### src/rtl/window_line_buffer.sv
`default_nettype none
// ============================================================================
// Module   : window_line_buffer
// Brief    : Streaming WINxWIN sliding-window generator with WIN-1 line RAMs,
//            runtime line width and start-of-frame resynchronisation.
// Revision : 1.0 - initial release
// ============================================================================
module window_line_buffer #(
  parameter int DATA_W    = 1,
  parameter int WIN       = 3,
  parameter int MAX_WIDTH = 640,
  parameter int AW        = 10
) (
  input  logic                       clk,
  input  logic                       rst_n,
  input  logic                       pixel_valid,
  input  logic [DATA_W-1:0]          pixel_in,
  input  logic                       sof,
  input  logic [AW:0]                cfg_width,
  output logic                       window_valid,
  output logic [WIN*WIN*DATA_W-1:0]  window_out,
  output logic                       line_done,
  output logic                       busy
);

  localparam int             c_row_w     = $clog2(WIN);
  localparam int             c_nram      = WIN - 1;
  localparam logic [AW:0]    c_max_width = (AW+1)'(MAX_WIDTH);
  localparam logic [AW:0]    c_win       = (AW+1)'(WIN);
  localparam logic [AW:0]    c_one       = (AW+1)'(1);
  localparam logic [AW-1:0]  c_win_col   = AW'(WIN - 1);
  localparam logic [c_row_w-1:0] c_row_max = c_row_w'(WIN - 1);
  localparam logic [c_row_w-1:0] c_row_one = c_row_w'(1);

  typedef enum logic [0:0] {
    S_IDLE   = 1'b0,
    S_ACTIVE = 1'b1
  } state_t;

  state_t               r_state;
  state_t               w_state_nxt;
  logic [AW-1:0]        r_col;
  logic [c_row_w-1:0]   r_row;
  logic [AW:0]          r_width;

  logic                 w_accept;
  logic [AW:0]          w_width_cfg;
  logic [AW:0]          w_width_eff;
  logic [AW-1:0]        w_col_cur;
  logic [c_row_w-1:0]   w_row_cur;
  logic                 w_last;
  logic                 w_win_ok;

  logic [DATA_W-1:0]    r_line [c_nram][MAX_WIDTH];
  logic [DATA_W-1:0]    w_rd   [c_nram];
  logic [DATA_W-1:0]    w_newcol [WIN];
  logic [DATA_W-1:0]    r_win  [WIN][WIN];

  // A sof pixel is taken even in IDLE; it starts the frame as (0,0).
  assign w_accept    = pixel_valid & ((r_state == S_ACTIVE) | sof);
  assign w_width_cfg = ((cfg_width < c_win) || (cfg_width > c_max_width)) ? c_max_width : cfg_width;
  assign w_width_eff = sof ? w_width_cfg : r_width;
  assign w_col_cur   = sof ? '0 : r_col;
  assign w_row_cur   = sof ? '0 : r_row;
  assign w_last      = ({1'b0, w_col_cur} == (w_width_eff - c_one));
  assign w_win_ok    = (w_row_cur >= c_row_max) && (w_col_cur >= c_win_col);

  // State register
  always_ff @(posedge clk or negedge rst_n) begin
    if (!rst_n) r_state <= S_IDLE;
    else        r_state <= w_state_nxt;
  end

  // Next state and busy flag: leave IDLE only on an accepted sof, never return
  always_comb begin
    w_state_nxt = r_state;
    busy        = (r_state == S_ACTIVE);
    if ((r_state == S_IDLE) && pixel_valid && sof) w_state_nxt = S_ACTIVE;
  end

  // Column/row counters and width latch; sof overrides any wrap on its pixel
  always_ff @(posedge clk or negedge rst_n) begin
    if (!rst_n) begin
      r_col   <= '0;
      r_row   <= '0;
      r_width <= c_max_width;
    end else if (w_accept) begin
      if (sof) r_width <= w_width_cfg;
      if (w_last) begin
        r_col <= '0;
        r_row <= (w_row_cur == c_row_max) ? w_row_cur : w_row_cur + c_row_one;
      end else begin
        r_col <= w_col_cur + AW'(1);
        r_row <= w_row_cur;
      end
    end
  end

  // Registered pulses, aligned with the window register update
  always_ff @(posedge clk or negedge rst_n) begin
    if (!rst_n) begin
      window_valid <= 1'b0;
      line_done    <= 1'b0;
    end else begin
      window_valid <= w_accept & w_win_ok;
      line_done    <= w_accept & w_last;
    end
  end

  // Line RAM chain: asynchronous read gives old data on same-cycle write
  for (genvar k = 0; k < c_nram; k++) begin : g_ram
    assign w_rd[k] = r_line[k][w_col_cur];
    if (k == 0) begin : g_first
      // First line RAM captures the incoming pixel
      always_ff @(posedge clk) begin
        if (w_accept) r_line[k][w_col_cur] <= pixel_in;
      end
    end else begin : g_chain
      // Later line RAMs capture the previous RAM's old value
      always_ff @(posedge clk) begin
        if (w_accept) r_line[k][w_col_cur] <= w_rd[k-1];
      end
    end
  end

  // Newest window column, top (oldest line) to bottom (current pixel)
  always_comb begin
    for (int i = 0; i < WIN; i++) w_newcol[i] = pixel_in;
    for (int i = 0; i < WIN - 1; i++) w_newcol[i] = w_rd[WIN-2-i];
  end

  // Window shift register: shifts one column left per accepted pixel
  always_ff @(posedge clk or negedge rst_n) begin
    if (!rst_n) begin
      for (int i = 0; i < WIN; i++)
        for (int j = 0; j < WIN; j++)
          r_win[i][j] <= '0;
    end else if (w_accept) begin
      for (int i = 0; i < WIN; i++) begin
        for (int j = 0; j < WIN - 1; j++)
          r_win[i][j] <= r_win[i][j+1];
        r_win[i][WIN-1] <= w_newcol[i];
      end
    end
  end

  // Pack: top-left element in the MSBs, current pixel in the LSBs
  for (genvar i = 0; i < WIN; i++) begin : g_out_row
    for (genvar j = 0; j < WIN; j++) begin : g_out_col
      assign window_out[((WIN-1-i)*WIN + (WIN-1-j))*DATA_W +: DATA_W] = r_win[i][j];
    end
  end

endmodule
`default_nettype wire
### config.mk
export PLATFORM = sky130hd
export DESIGN_NAME = window_line_buffer
export DESIGN_NICKNAME = d
export VERILOG_FILES = /design/src/rtl/window_line_buffer.sv
export SDC_FILE = /design/constraint.sdc
export NUM_CORES = 2
export LEC_CHECK = 0
export ABC_AREA = 1
export CAP_MARGIN = 20
export CORE_MARGIN = 10
export CORE_UTILIZATION = 45
export CTS_BUF_LIST = sky130_fd_sc_hd__clkbuf_8
export DETAILED_ROUTE_END_ITERATION = 12
export HOLD_SLACK_MARGIN = 0.15
export PLACE_DENSITY = 0.58
export SYNTH_ARGS = -nofsm -noshare
export SYNTH_HDL_FRONTEND = slang
export SYNTH_SLANG_ARGS = --single-unit
### constraint.sdc
create_clock -name clk -period 15.1 [get_ports clk]
set_clock_uncertainty 0.1 [all_clocks]
set_input_delay 3.02 -clock clk [delete_from_list [all_inputs] [get_ports clk]]
set_output_delay 3.02 -clock clk [all_outputs]
set_load 0.1 [all_outputs]
==> results.toml <==
[floorplanning]
fp-row-count = 130
dieArea_mm2 = 0.142
io_pins = 28
start_util_pct = 45.5
die_h_um = 377
die_w_um = 377
core_area_mm2 = 0.126

[placement]
portBuffers = 27
dp_hpwl_mm = 93.1
place_congestion = 0.838

[timing]
drv_slew = 0
relSlewSlack_pct = 22.4
setup_viol = 0
period_needed_ps = 8830
final_hold_viol_count = 0
worstMarginPinSlew_ps = 1160
max_freq_mhz = 113
finalCritPeriodShare_pct = 58.4
rsz0062_at_grt = "no"
setup_tns_ps = 0

[clock_tree]
clockBufferDepth = 3
ctsResizeCount = 0
cts_sinks = 1315
clock_latency_ps = 920
postCtsHoldBufs = 0
cts_root_buf = "clkbuf_8"
cts_buffers = 211
path_clk_slew_ps = 60
post-cts-setup-buffers = 0
cts_tree = "built"
htree_levels = 4

[worst_setup_path]
crit_slowest_cell = "buf_4"
crit_fanout = 91
crit_path_max_incr_delay_ps = 830
cp-start-kind = "primary input"
crit_path_end_kind = "flop"
worstSetupPathType = "in2reg"
cpMostUsedCell = "nand2_1"
reg2reg_from = "r_col[0]"
reg2reg_to = "r_line[0][781]"
regToRegSetupSlack_ps = 8490
arrival_ps = 9270
rr_worst_depth = 21
path_cells = "clkdlybuf4s50_1 > buf_4 > inv_2 > nand2_2 > nor2_4 > buf_4 > inv_1 > a21oi_1 > o211ai_1 > nand2_1 > nand2_1 > nor2_1 > nor2_1 > nand2_1 > nand3_1 > nand2_1 > nand2_1 > nand2_4 > buf_4 > buf_4"
required_ps = 15550

[synth]
post-synth-top-area-cell = "edfxtp_1"
synth_cell_type_count = 40
synth_flop_cell = "edfxtp_1"
synthCells = 5450
synth_area_mm2 = 0.0574
ys_ff_latch = 1315
yosysMostFrequentCell = "edfxtp_1"
netlist.area_leader.share_pct = 66.9
postSynthAreaPerCell_um2 = 10.5
synth_commonest_cells = "edfxtp_1, nor2_1, nand2_1"
async_reset_ff_share_pct = 2.66
synth-edff-count = 1280
yosys_warnings = 0
syn_nets = 5472
yosysSeqAreaShare_pct = 68.5
synthTopCellsByArea = "edfxtp_1, nor2_1, nand2_1"

[routing]
routedWlPerCell_um = 23.6
vias = 40722
routed_wirelength_mm = 171
dr.first_iter.drc_count = 4389
drt_pass1_iterations = 8
viasPerCell = 5.60
drtAntennaViolNets = 0
drc = 0

[power]
leakage_nw = 22.1
power_density_mw_per_mm2 = 127
total_power_mw = 7.96
irDropWorstVdd_v = 0.0000816

[global_route]
grt_pass1_wl_mm = 253
grt_max_degree = 176
grt_pass1_vias = 38909
grt_remaining_overflow = 0
gr-usage-all-layers_pct = 23.6
antenna_found_initial = 4

[min_path]
min_to = "window_out[8]"
worst_hold_startpoint = "window_out[8]"
hold-path-cell-count = 2
hold_class = "reg2reg"

[layout]
final_nets = 5454
area_growth_pct = 9.56
layout-drive-gt1-share_pct = 7.34

[run_status]
outcome = "complete, no violations"

[run]
cap_violations = 0
## sequential cells by signal, summed over array words and instances, names as in the netlist
| name | cells |
|---|---|
| busy | 1 |
| line_done | 1 |
| r_col | 10 |
| r_line | 1280 |
| r_row | 2 |
| r_width | 11 |
| window_out | 9 |
| window_valid | 1 |
## through the flow
step           hold slack [ps]  util, %  instances  setup WS [ps]  cell area [µm²]
2_1_floorplan              353        -       5450           1190            57400
3_3_place_gp               356     46.7       6866           5430            59000
3_5_place_dp               362     46.7       6868           5370            59000
4_1_cts                    377     49.8       7261           6380            62900
5_1_grt                    417     49.8       7263           5940            62900
6_report                   374     49.8       7266           6270            62900
## cells in the final DEF, fill, tap and decap left out, drive strengths merged
cell,n
o311ai,3
nand3,465
a32o,1
nor3,5
nand2,1001
o2bb2ai,2
o22ai,30
a32oi,1
a21oi,121
o221ai,1
o211ai,136
a31oi,3
ha,6
inv,464
bufinv,4
nand4,26
xor2,8
clkinvlp,6
dfrtp,33
dfstp,2
clkdlybuf4s50,25
or2,8
nor2,1170
clkinv,89
o21ai,381
a221oi,7
edfxtp,1280
nand3b,2
clkbuf,222
buf,107
a22oi,3
diode,4
## worst max-delay path: cells and delay by family
| kind | cells | cell delay [ps] |
|---|---|---|
| buf+inv | 7 | 3530 |
| simple gates | 11 | 2300 |
| compound gates | 2 | 310 |
## cells by family (layout without fill, tap and decap cells)
family | Yosys count | in the layout | share of synthesized area, %
AND/OR/NAND/NOR | 2677 | 2677 | 18.8
adder cells (fa/ha/maj) | 6 | 6 | 0.131
XOR/XNOR | 8 | 8 | 0.122
flip-flops | 1315 | 1315 | 68.5
other | 0 | 4 | 0
AO/OA/AOI/OAI | 689 | 689 | 6.79
buffers and inverters | 755 | 917 | 5.67
## cell type report
type / count / area (µm²)
sequential: 1315 / 39300
inverter: 392 / 1480
antenna: 4 / 10.0
clock inverter: 171 / 823
tap: 1650 / 2060
multi-input combinational: 3380 / 14900
timing repair buffer: 132 / 1200
fill: 11499 / 63300
clock buffer: 222 / 3060
## where the power goes
part	switching (mW)	leakage, nW	internal (mW)
Sequential	0.0108	12.0	4.17
Combinational	0.735	7.91	0.197
Clock	1.42	2.24	1.42
Total	2.17	22.1	5.79
## worst max path at each step
stage | start | end | depth (start not counted)
after global placement | sof | r_line[0][997] | 20
after global routing | sof | r_line[0][1005] | 20
after floorplan | sof | r_line[0][1000] | 17
final | sof | r_line[0][781] | 20
after detailed placement | sof | r_line[0][997] | 20
after CTS | sof | r_line[0][781] | 20
## metal layers
layer	vias up	part of all wire, %	wire, µm	global-route usage (%)
met1	20096	42	71600	32.2
li1	18580	-	-	-
met5	-	0	0	0
met2	1761	47	80500	37.9
met3	285	8.4	14300	4.50
met4	0	3.0	5080	8.02
No activity file was read; power rests on OpenSTA's default activity.
==> RTL edit (same flow settings) <==
`AW`: 10 -> 9.
--- a/src/rtl/window_line_buffer.sv
+++ b/src/rtl/window_line_buffer.sv
@@ -9,7 +9,7 @@
   parameter int DATA_W    = 1,
   parameter int WIN       = 3,
   parameter int MAX_WIDTH = 640,
-  parameter int AW        = 10
+  parameter int AW        = 9
 ) (
   input  logic                       clk,
   input  logic                       rst_n,
Interface: changed (resized cfg_width); port bits go from 28 to 27. No check against the original RTL was run, so the function may have changed too.
==> RTL edit against the unedited design <==
Area after synthesis decreased by 22%; sequential cell count decreased by 258; final area decreased by 22%; routed wire length decreased by 24%; sequential power decreased by 19%; critical path type unchanged; synthesized cell count decreased by 28%; power decreased by 19%; setup slack improved by 0.80 ns.
==> RTL edit: results (changes against the unedited design) <==
.. list-table::
   :header-rows: 1

   * - Metric
     - Value
   * - Largest net degree at the start of global routing
     - 247 (was 176)
   * - Global-route wire length before repair
     - 193000 um (was 253000 um)
   * - Sequential-to-total area share from yosys stat
     - 0.707 (was 0.685)
   * - Async set or reset register ratio after synthesis
     - 0.0312 (was 0.0266)
   * - Count of unique library cells instantiated by Yosys
     - 47 (was 40)
   * - WL final
     - 130000 um (was 171000 um)
   * - GR Util All Layers
     - 0.226 (was 0.236)
   * - Worst slew margin relative to its limit
     - 0.211 (was 0.224)
   * - Overall via count from detail_route
     - 31300 (was 40700)
   * - Synth cell count leaders
     - 1065 x sky130_fd_sc_hd__nor2_1, 1024 x sky130_fd_sc_hd__edfxtp_1, 513 x sky130_fd_sc_hd__o21ai_0 (was 1280 x sky130_fd_sc_hd__edfxtp_1, 1162 x sky130_fd_sc_hd__nor2_1, 994 x sky130_fd_sc_hd__nand2_1)
   * - Number of enable-type register cells in the synthesized netlist
     - 1024 (was 1280)
   * - Stage delay of the slowest cell on the critical path
     - 0.70 ns (was 0.83 ns)
   * - Share of final-layout standard cells stronger than drive strength 1
     - 0.0827 (was 0.0734)
   * - Maximum vdd ir drop
     - 0.0000791 V (was 0.0000816 V)
   * - Status
     - finished clean (unchanged)
   * - Final #Nets
     - 3915 (was 5454)
   * - Detailed-routing iteration count for the pre-antenna-repair pass
     - 6 (was 8)
   * - Critical-path top delay cell
     - sky130_fd_sc_hd__buf_12 (was sky130_fd_sc_hd__buf_4)
   * - Syn nets
     - 3955 (was 5472)
   * - Post-DP HPWL
     - 66200 um (was 93100 um)
   * - Final weighted congestion in routability-driven placement
     - 0.795 (was 0.838)
   * - Number of buffers inserted by port buffering
     - 26 (was 27)
   * - Number of fillers in the final layout
     - 8904 (was 11500)
   * - Starting DRT DRC Count
     - 3606 (was 4389)
   * - Largest fanout on the critical path
     - 246 (was 91)
[RTL edit: area by class of cell]
cell class	count	area share
Antenna cell	2	0.000102
Tap cell	1287	0.0330
Multi-Input combinational cell	2517	0.236
Clock buffer	181	0.0510
Sequential cell	1057	0.647
Inverter	68	0.00538
Timing Repair Buffer	76	0.0146
Clock inverter	128	0.0130
[RTL edit: logic make-up after synthesis]
kind of cell             share of synthesized area
adder cells (fa/ha/maj)                    0.00168
XOR/XNOR                                  0.000392
AND/OR/NAND/NOR                              0.148
buffers and inverters                       0.0371
flip-flops                                   0.707
AO/OA/AOI/OAI                                0.106
[RTL edit: per-stage QoR]
stage / power (mW) / area [sq um] / cells / utilization
6_report: 6.46 / 48800 / 5316 / 0.496
5_1_grt: 6.69 / 48800 / 5315 / 0.496
4_1_cts: 6.49 / 48800 / 5314 / 0.496
3_5_place_dp: 4.20 / 45700 / 5005 / 0.464
3_3_place_gp: 4.19 / 45700 / 5005 / 0.464
2_1_floorplan: 3.97 / 44700 / 3934 / -
[RTL edit: per-layer routing]
layer	wire length (um)	vias to the layer above	GRT usage
met5	20	-	0
met4	3640	2	0.0771
li1	-	14000	-
met3	11100	244	0.0409
met2	59400	1431	0.352
met1	55400	15600	0.318
[RTL edit: worst reg2reg max path, delay by kind of cell (launching register included)]
family / cells / cell delay, ns
flip-flops: 1 / 0.51
AND/OR/NAND/NOR: 10 / 2.28
buffers and inverters: 4 / 2.05
AO/OA/AOI/OAI: 2 / 0.28
[RTL edit: worst paths after layout]
path,startpoint,end,slack (ns),depth (start not counted)
setup / recovery,sof,r_line[0][867]$_DFFE_PP_,7.08,15
hold / removal,window_out[8]$_DFFE_PN0P_,window_out[8]$_DFFE_PN0P_,0.37,2
setup reg to reg,r_col[0]$_DFFE_PN0P_,r_line[0][867]$_DFFE_PP_,9.16,16
hold reg to reg,window_out[8]$_DFFE_PN0P_,window_out[8]$_DFFE_PN0P_,0.37,2
max in group asynchronous,rst_n,r_col[2]$_DFFE_PN0P_,12.19,1
min in group asynchronous,rst_n,window_out[0]$_DFFE_PN0P_,2.17,1
[RTL edit: power by group]
group / switching [mW] / total (mW) / internal, mW
registers: 0.00910 / 3.37 / 3.36
clock network: 1.15 / 2.31 / 1.16
logic: 0.612 / 0.776 / 0.164
